===== config.mk =====
export PLATFORM = sky130hd
export DESIGN_NAME = uart_tx_frame
export DESIGN_NICKNAME = d
export VERILOG_FILES = /design/src/rtl/uart_tx_frame.sv
export SDC_FILE = /design/constraint.sdc
export NUM_CORES = 1
export LEC_CHECK = 0
export ABC_AREA = 1
export CORE_ASPECT_RATIO = 1.4
export CORE_UTILIZATION = 49
export DETAILED_ROUTE_END_ITERATION = 10
export PLACE_DENSITY = 0.71
export SYNTH_ARGS = -nofsm -noshare
export SYNTH_HDL_FRONTEND = slang
export SYNTH_SLANG_ARGS = --single-unit

===== constraint.sdc =====
create_clock -name clk -period 1.6 [get_ports clk]
set_input_delay 0.24 -clock clk [delete_from_list [all_inputs] [get_ports clk]]
set_output_delay 0.24 -clock clk [all_outputs]
set_load 0.05 [all_outputs]

===== src/rtl/uart_tx_frame.sv =====
// uart_tx_frame
//   UART transmitter. It sends one word per frame: a start bit, the data bits
//   LSB first, an optional parity bit, then one or two stop bits. The baud
//   rate is set by a fixed clocks-per-bit divider. A valid/ready handshake lets
//   an upstream FIFO or sequencer stream words into the block.
//
// Ports
//   clk      system clock; all logic runs on the rising edge
//   i_reset  asynchronous active-high reset
//   i_data   word to transmit, sampled only on an accept cycle
//   i_valid  producer has a word on i_data
//   o_ready  block can accept a word (high only in IDLE)
//   o_tx     registered serial line; idles high
//   o_busy   a frame is in progress
//   o_done   one-cycle pulse on the last cycle of the final stop bit
module uart_tx_frame #(
    parameter int CLKS_PER_BIT = 16,
    parameter int DATA_BITS    = 8,
    parameter int PARITY       = 0,
    parameter int STOP_BITS    = 1
) (
    input  logic                 clk,
    input  logic                 i_reset,
    input  logic [DATA_BITS-1:0] i_data,
    input  logic                 i_valid,
    output logic                 o_ready,
    output logic                 o_tx,
    output logic                 o_busy,
    output logic                 o_done
);

    localparam int BAUD_W = $clog2(CLKS_PER_BIT);
    localparam int BIT_W  = $clog2(DATA_BITS + 1);

    localparam logic [BAUD_W-1:0] BAUD_LAST = BAUD_W'(CLKS_PER_BIT - 1);
    localparam logic [BIT_W-1:0]  DATA_LAST = BIT_W'(DATA_BITS - 1);
    localparam logic [BIT_W-1:0]  STOP_LAST = BIT_W'(STOP_BITS - 1);

    typedef enum logic [2:0] {
        S_IDLE,
        S_START,
        S_DATA,
        S_PARITY,
        S_STOP
    } state_t;

    state_t                state_q, state_d;
    logic [BAUD_W-1:0]     baud_q, baud_d;
    logic [BIT_W-1:0]      bit_q, bit_d;
    logic [DATA_BITS-1:0]  shift_q, shift_d;
    logic                  parity_q, parity_d;
    logic                  tx_q, tx_d;
    logic                  baud_end;
    logic                  done;

    always_ff @(posedge clk or posedge i_reset) begin
        if (i_reset) begin
            state_q  <= S_IDLE;
            baud_q   <= '0;
            bit_q    <= '0;
            shift_q  <= '0;
            parity_q <= 1'b0;
            tx_q     <= 1'b1;
        end else begin
            state_q  <= state_d;
            baud_q   <= baud_d;
            bit_q    <= bit_d;
            shift_q  <= shift_d;
            parity_q <= parity_d;
            tx_q     <= tx_d;
        end
    end

    always_comb begin
        state_d  = state_q;
        baud_d   = baud_q;
        bit_d    = bit_q;
        shift_d  = shift_q;
        parity_d = parity_q;
        done     = 1'b0;
        baud_end = (baud_q == BAUD_LAST);

        // The baud counter free-runs through every non-idle state and wraps on
        // the terminal count, which is also where bits and states advance.
        if (state_q != S_IDLE) begin
            baud_d = baud_end ? '0 : baud_q + BAUD_W'(1);
        end

        case (state_q)
            S_IDLE: begin
                if (i_valid) begin
                    shift_d  = i_data;
                    parity_d = (PARITY == 1) ? ~^i_data : ^i_data;
                    baud_d   = '0;
                    bit_d    = '0;
                    state_d  = S_START;
                end
            end
            S_START: begin
                if (baud_end) begin
                    state_d = S_DATA;
                end
            end
            S_DATA: begin
                if (baud_end) begin
                    shift_d = shift_q >> 1;
                    if (bit_q == DATA_LAST) begin
                        bit_d   = '0;
                        state_d = (PARITY != 0) ? S_PARITY : S_STOP;
                    end else begin
                        bit_d = bit_q + BIT_W'(1);
                    end
                end
            end
            S_PARITY: begin
                if (baud_end) begin
                    state_d = S_STOP;
                end
            end
            S_STOP: begin
                // The bit counter is reused to count stop bits.
                if (baud_end) begin
                    if (bit_q == STOP_LAST) begin
                        bit_d   = '0;
                        done    = 1'b1;
                        state_d = S_IDLE;
                    end else begin
                        bit_d = bit_q + BIT_W'(1);
                    end
                end
            end
            default: begin
                state_d = S_IDLE;
            end
        endcase

        // The line value is decoded from the next state and next shift value,
        // so the registered o_tx lines up exactly with the state it belongs to.
        case (state_d)
            S_START:  tx_d = 1'b0;
            S_DATA:   tx_d = shift_d[0];
            S_PARITY: tx_d = parity_q;
            default:  tx_d = 1'b1;
        endcase
    end

    assign o_tx    = tx_q;
    assign o_ready = (state_q == S_IDLE);
    assign o_busy  = (state_q != S_IDLE);
    assign o_done  = done;

endmodule


==> metrics.txt, run 1 <==
ant diodes 0; critical path arrival 1.48 ns; pre-CTS WS 0.111 ns; clock sink count 21; Starting Density 52.2%; Final setup viols 1; cell count after synthesis 185; highest clock rate 0.580 GHz; sequence of cells on the critical path inv_4 > nand2_1 > nor4_4 > buf_12; cell with the most instances after synthesis nand2_1; WL/cell 12.0 um; EDFF count, synth 0; Worst-Margin Slew 0.273 ns; Period minus WS final 1.72 ns; Most used DFF post-synth dfrtp_1; top post-synthesis cells by area dfrtp_1 36%, nand2_1 16%, inv_1 6.7%; synth cell count leaders 61 x nand2_1, 25 x inv_1, 20 x dfrtp_1, 18 x nand3_1, 8 x o21ai_1; area growth from synthesis to layout 30.2%; die area 3060 um2; CTS H-tree depth 1; syn nets 199; num rows 22; DRC errors left 0; Ports 15; clock tree from TritonCTS built; CP required 1.36 ns; failing checks setup timing; vias in the first global route 1266; Max rail drop VDD 0.412 mV; RSZ-0062 raised after global routing true; Fin. Hold Viols 0; Synth Register Bits 21; Clk Latency, worst-skew pair 0.31 ns; pin count of the biggest net entering global routing 22; root buffer cell clkbuf_4; port bufs 14; CP max stage cell dfrtp_2; slowest stage delay, CP 0.47 ns; Yosys warning count 0; Placed Instances 236; crit share post-route 108%; Synth cell types 30; Finished Layout Cells 253; critical path launch point type flop; routability cong. 0.901; Crit Path Max Fanout 6; P per Cell Area 492 nW/um2; Fillers 217; Total Routed Length 3030 um; leading area contributor after synthesis dfrtp_1; gr ovfl total 0; first-pass GRT wire length 5120 um; max cap viols 0; PnR worst setup slack -0.124 ns; CTS Buf Count 3; layout cells sized above 1 26.7%; initial antenna violation count 0; first drt pass iteration count 4; global-route usage over all layers 23.1%; nets@finish 232; status complete, but fails checks; 1st-iter DRT viols 38; core area 2670 um2; Vias/cell 5.16; Hold Crit Class input port to asynchronous set/reset pin; post-synth top area share 35.9%; LEAKAGE 0.917 nW; Crit. End Element primary output; final HPWL from detailed placement 2240 um; post-route ant nets 0; Die Span Y 65.1 um; Die Wd 47.1 um; Pins Over Slew Limit 0; critical path class flop to primary output; maximum root-to-sink buffer count 2; Post-Syn Area 1390 um2; Rel. slew slack 81.6%; sequential share of the synthesized area 37.8%; average cell area after synthesis 7.53 um2; CTS clk-pin slew, worst paths 0.13 ns; Clock Skew 0.00742 ns; via count 1305; Async S/R FF share, synth 100%
power breakdown:
group / switching [mW] / internal [mW] / leakage, nW
logic: 0.0484 / 0.0385 / 0.646
registers: 0 / 0.531 / 0.255
clock network: 0.177 / 0.0974 / 0.0150
total: 0.225 / 0.667 / 0.917
final timing paths:
| path | slack [ns] | depth (start not counted) | to | start |
|---|---|---|---|---|
| worst max-delay path | -0.12 | 4 | o_done | state_q[1] |
| worst min-delay path | 0.26 | 3 | bit_q[2] | i_reset |
| worst max register to register | 0.06 | 8 | shift_q[2] | state_q[0] |
| worst min register to register | 0.50 | 2 | parity_q | parity_q |
| max in group asynchronous | 1.07 | 3 | o_tx | i_reset |
| min in group clk | 0.50 | 2 | parity_q | parity_q |
what timing repair did:
item                       CTS  global route
pin swaps                    4             3
setup endpoints to repair    2             3
gates cloned                 0             0
gates resized for setup      7             6
hold buffers                 0             0
buffers inserted             8             5
layer usage:
metal / part of all wire, % / GRT usage, % / wire length [um]
met3: 3.5 / 3.90 / 106
met5: 0 / 0 / 0
met2: 50 / 39.4 / 1520
met1: 44 / 27.5 / 1330
met4: 2.6 / 9.29 / 78
logic make-up after synthesis:
logic type / share of synthesized area (%)
xor gates and xnor gates: 2.52
AOI/OAI and AO/OA: 10.5
DFF: 37.8
and+or+nand+nor: 36.9
adders and majority gates: 2.70
buffers and inverters: 9.52
state kept, by name, indices dropped and copies added (netlist names):
register	flops
bit_q	4
baud_q	4
o_tx	1
shift_q	8
parity_q	1
state_q	3
critical path: cells and delay by family, from the launching register on:
| family | cells | cell delay, ns |
|---|---|---|
| buf+inv | 2 | 0.29 |
| flops | 1 | 0.47 |
| simple gates | 2 | 0.41 |
stage by stage:
step / util [%] / cell area, um2 / total power [mW] / TNS (ns) / hold slack (ns)
6_report: 67.9 / 1810 / 0.892 / -0.124 / 0.257
5_1_grt: 67.9 / 1810 / 0.932 / -0.165 / 0.295
4_1_cts: 66.1 / 1770 / 0.890 / -0.104 / 0.265
3_5_place_dp: 61.9 / 1650 / 0.629 / 0 / 0.476
3_3_place_gp: 61.9 / 1650 / 0.626 / 0 / 0.471
2_1_floorplan: - / 1420 / 0.586 / -0.0149 / 0.216
placed cells by master (no fill, tap or decap), types with 2 or more instances in the layout:
cell / Yosys / layout
inv_2: 5 / 6
nand3_1: 18 / 17
o221ai_1: 2 / 2
buf_12: 0 / 4
dfrtp_2: 0 / 3
inv_1: 25 / 23
nor2_4: 3 / 3
nor2_1: 4 / 4
o21ai_0: 5 / 4
clkdlybuf4s50_1: 0 / 10
nand3_2: 3 / 3
xor2_1: 3 / 3
nand2_2: 4 / 4
buf_4: 1 / 15
a22oi_1: 3 / 3
ha_4: 0 / 2
o21ai_1: 8 / 9
nand4_1: 2 / 2
dfrtp_1: 20 / 17
nand2_1: 61 / 61
nand2_4: 2 / 2
nand3_4: 1 / 2
inv_4: 2 / 2
clkbuf_4: 0 / 3
final cells by class:
type / instances / area, um2 / share of cell area, %
Clock buffer: 4 / 26.3 / 1.45
Sequential cell: 21 / 531 / 29.3
Tap cell: 36 / 45.0 / 2.48
Timing Repair Buffer: 29 / 293 / 16.1
Inverter: 32 / 133 / 7.32
Multi-Input combinational cell: 131 / 786 / 43.3
No activity file was read; power rests on OpenSTA's default activity.
==> run 2: changes to the inputs <==
--- a/config.mk
+++ b/config.mk
@@ -6,8 +6,10 @@
 export NUM_CORES = 1
 export LEC_CHECK = 0
 export ABC_AREA = 1
+export CAP_MARGIN = 5
 export CORE_ASPECT_RATIO = 1.4
 export CORE_UTILIZATION = 49
+export CTS_BUF_LIST = sky130_fd_sc_hd__clkbuf_16
 export DETAILED_ROUTE_END_ITERATION = 10
 export PLACE_DENSITY = 0.71
 export SYNTH_ARGS = -nofsm -noshare
==> run 2 against run 1 <==
The flow still finishes with violations (setup timing). Register-to-register slack barely moved. Sequential cell count unchanged. First-iteration DRC count up 16%. Clock skew fell by 0.0042 ns. Sequential power barely moved. Via count fell by 0.23%. Routed wire length is 1.9% higher. Fmax grew 6.2%. Clock power up 93%. Critical path depth unchanged. Setup slack better by 0.10 ns. Critical path type unchanged. Critical endpoint unchanged.
==> metrics.txt, run 2 (synthesis results as in run 1) <==
status complete, but fails checks; failing checks setup timing; slowest stage delay, CP 0.45 ns (-0.02 ns); ant diodes 0 (unchanged); vias in the first global route 1310 (+3.5%); Hold Crit Class input port to asynchronous set/reset pin; Starting Density 52.2% (unchanged); commonest non-fill, non-tap cell in the layout nand2_1; initial antenna violation count 0 (unchanged); Pins Over Slew Limit 0 (unchanged); critical path arrival 1.38 ns (-0.10 ns); final core utilization 68.9% (+1.0 points); PnR worst setup slack -0.0239 ns (+0.100 ns); root buffer cell clkbuf_16; area growth from synthesis to layout 32.2%; CTS clk-pin slew, worst paths 0.06 ns (-0.07 ns); Worst-Margin Slew 0.274 ns (+0.0000226 ns); Tot Pwr 1.15 mW (+29%); Vias/cell 5.23 (+1.4%); R2R Setup Slk 0.07 ns (about the same); Crit Path Max Fanout 5 (-1); WL/cell 12.4 um (+3.6%); port bufs 14 (unchanged); clock sink count 21 (unchanged); routability cong. 0.901 (unchanged); max cap viols 0 (unchanged); DRC errors left 0 (unchanged); Cell Area, Placed 1650 um2 (unchanged); Ports 15 (unchanged); fin area 1840 um2 (+1.5%); Final setup viols 1 (unchanged); Total Routed Length 3090 um (+1.9%); Rel. slew slack 81.6% (about the same); first-pass GRT wire length 5340 um (+4.3%); critical path class flop to primary output; final HPWL from detailed placement 2240 um (unchanged); LEAKAGE 0.926 nW (+0.99%); RSZ-0062 raised after global routing true; num rows 22 (unchanged); Clock Skew 0.00321 ns (-0.00420 ns); CP max stage cell dfrtp_2; worst hold margin 0.333 ns (+0.0761 ns); Clk Latency, worst-skew pair 0.25 ns (-0.06 ns); maximum root-to-sink buffer count 2 (unchanged); 1st-iter DRT viols 44 (+16%); FF-to-FF End bit_q[0]; max FFs per register 8 (unchanged); nets@finish 228 (-1.7%); Crit. End Element primary output; clock tree from TritonCTS built; CP required 1.36 ns (about the same); Period minus WS final 1.62 ns (-0.100 ns); die area 3060 um2 (unchanged); CTS H-tree depth 1 (unchanged); P per Cell Area 624 nW/um2 (+27%); Fin. Hold Viols 0 (unchanged); CTS Buf Count 3 (unchanged); Crit path buffers/inverters 2 (unchanged); layout cells sized above 1 25.4% (-1.4 points); post-route ant nets 0 (unchanged); Max rail drop VDD 0.566 mV (+37%); crit share post-route 101% (-6.3 points); core area 2670 um2 (unchanged); highest clock rate 0.616 GHz (+6.2%); Die Span Y 65.1 um (unchanged); Worst path top cell family by delay flip-flops; largest registers shift_q: 8 flops, baud_q: 4 flops, bit_q: 4 flops; Most flops, register shift_q; first drt pass iteration count 5 (+1); critical path launch point type flop; most frequent cells in the layout 61 x nand2_1, 24 x inv_1, 17 x nand3_1, 17 x dfrtp_1, 11 x buf_4; pin count of the biggest net entering global routing 22 (unchanged); Die Wd 47.1 um (unchanged); cell depth of the worst flop-to-flop path 8 (unchanged); worst reg2reg startpoint bit_q[0]; global-route usage over all layers 24.0% (+0.82 points); sequence of cells on the critical path inv_2 > nand2_1 > nor4_4 > buf_12; via count 1302 (-0.23%); gr ovfl total 0 (unchanged)
[run 2: changes by cell type in the layout (fill, tap and decap cells not counted), sizes merged]
cell,delta
clkinv,+1
clkbuf,-1
buf,-4
[run 2: worst register-to-register path, cell delays in order, from the launching register on]
cell     delay [ns]
dfrtp_1        0.39
buf_4          0.13
buf_4          0.13
ha_1           0.22
nand3_1        0.18
nand2_1        0.09
nand2_2        0.09
nand2_1        0.06
o21ai_1        0.15
[run 2: how the worst max path moves through the flow]
| stage | start | end | slack [ns] | cells after the start |
|---|---|---|---|---|
| 3_5_place_dp | i_valid | o_tx | 0.11 | 6 |
| 3_3_place_gp | i_valid | o_tx | 0.13 | 6 |
| 2_1_floorplan | baud_q[1] | o_done | -0.01 | 3 |
| 6_report | state_q[0] | o_done | -0.02 | 4 |
| 5_1_grt | bit_q[1] | o_done | -0.06 | 5 |
| 4_1_cts | baud_q[0] | o_done | -0.03 | 4 |
[run 2: stage by stage]
stage,TNS (ns),instances,setup WS [ns]
2_1_floorplan,-0.0149,185,-0.0149
3_3_place_gp,0,236,0.129
6_report,-0.0239,249,-0.0239
5_1_grt,-0.0932,249,-0.0569
3_5_place_dp,0,236,0.111
4_1_cts,-0.0262,247,-0.0262
[run 2: layout make-up]
type                            instances  area [um2]
Clock buffer                            3        75.1
Clock inverter                          1        3.75
Fill cell                             214         830
Inverter                               32         130
Multi-Input combinational cell        131         793
Sequential cell                        21         531
Tap cell                               36        45.0
Timing Repair Buffer                   25         263
[run 2: report_power, final]
group | total, mW | switching, mW | internal, mW | leakage [nW]
Clock | 0.530 | 0.197 | 0.333 | 0.0423
Sequential | 0.531 | 0 | 0.531 | 0.255
Combinational | 0.0867 | 0.0483 | 0.0385 | 0.628
Total | 1.15 | 0.245 | 0.903 | 0.926
[run 2: per-layer routing]
metal  vias to the layer above  global-route usage [%]  part of all wire [%]
li1                        650                       -                     -
met5                         -                       0                     0
met2                        28                    41.7                    52
met4                         0                    9.29                   2.2
met3                         8                    4.46                   3.3
met1                       616                    27.5                    42
[run 2: timing repair]
item                       CTS  global route
hold buffers                 0             0
gates resized for setup      6             8
setup endpoints to repair    1             3
pin swaps                    4             1
buffers inserted             7             2
hold endpoints to repair     0             0
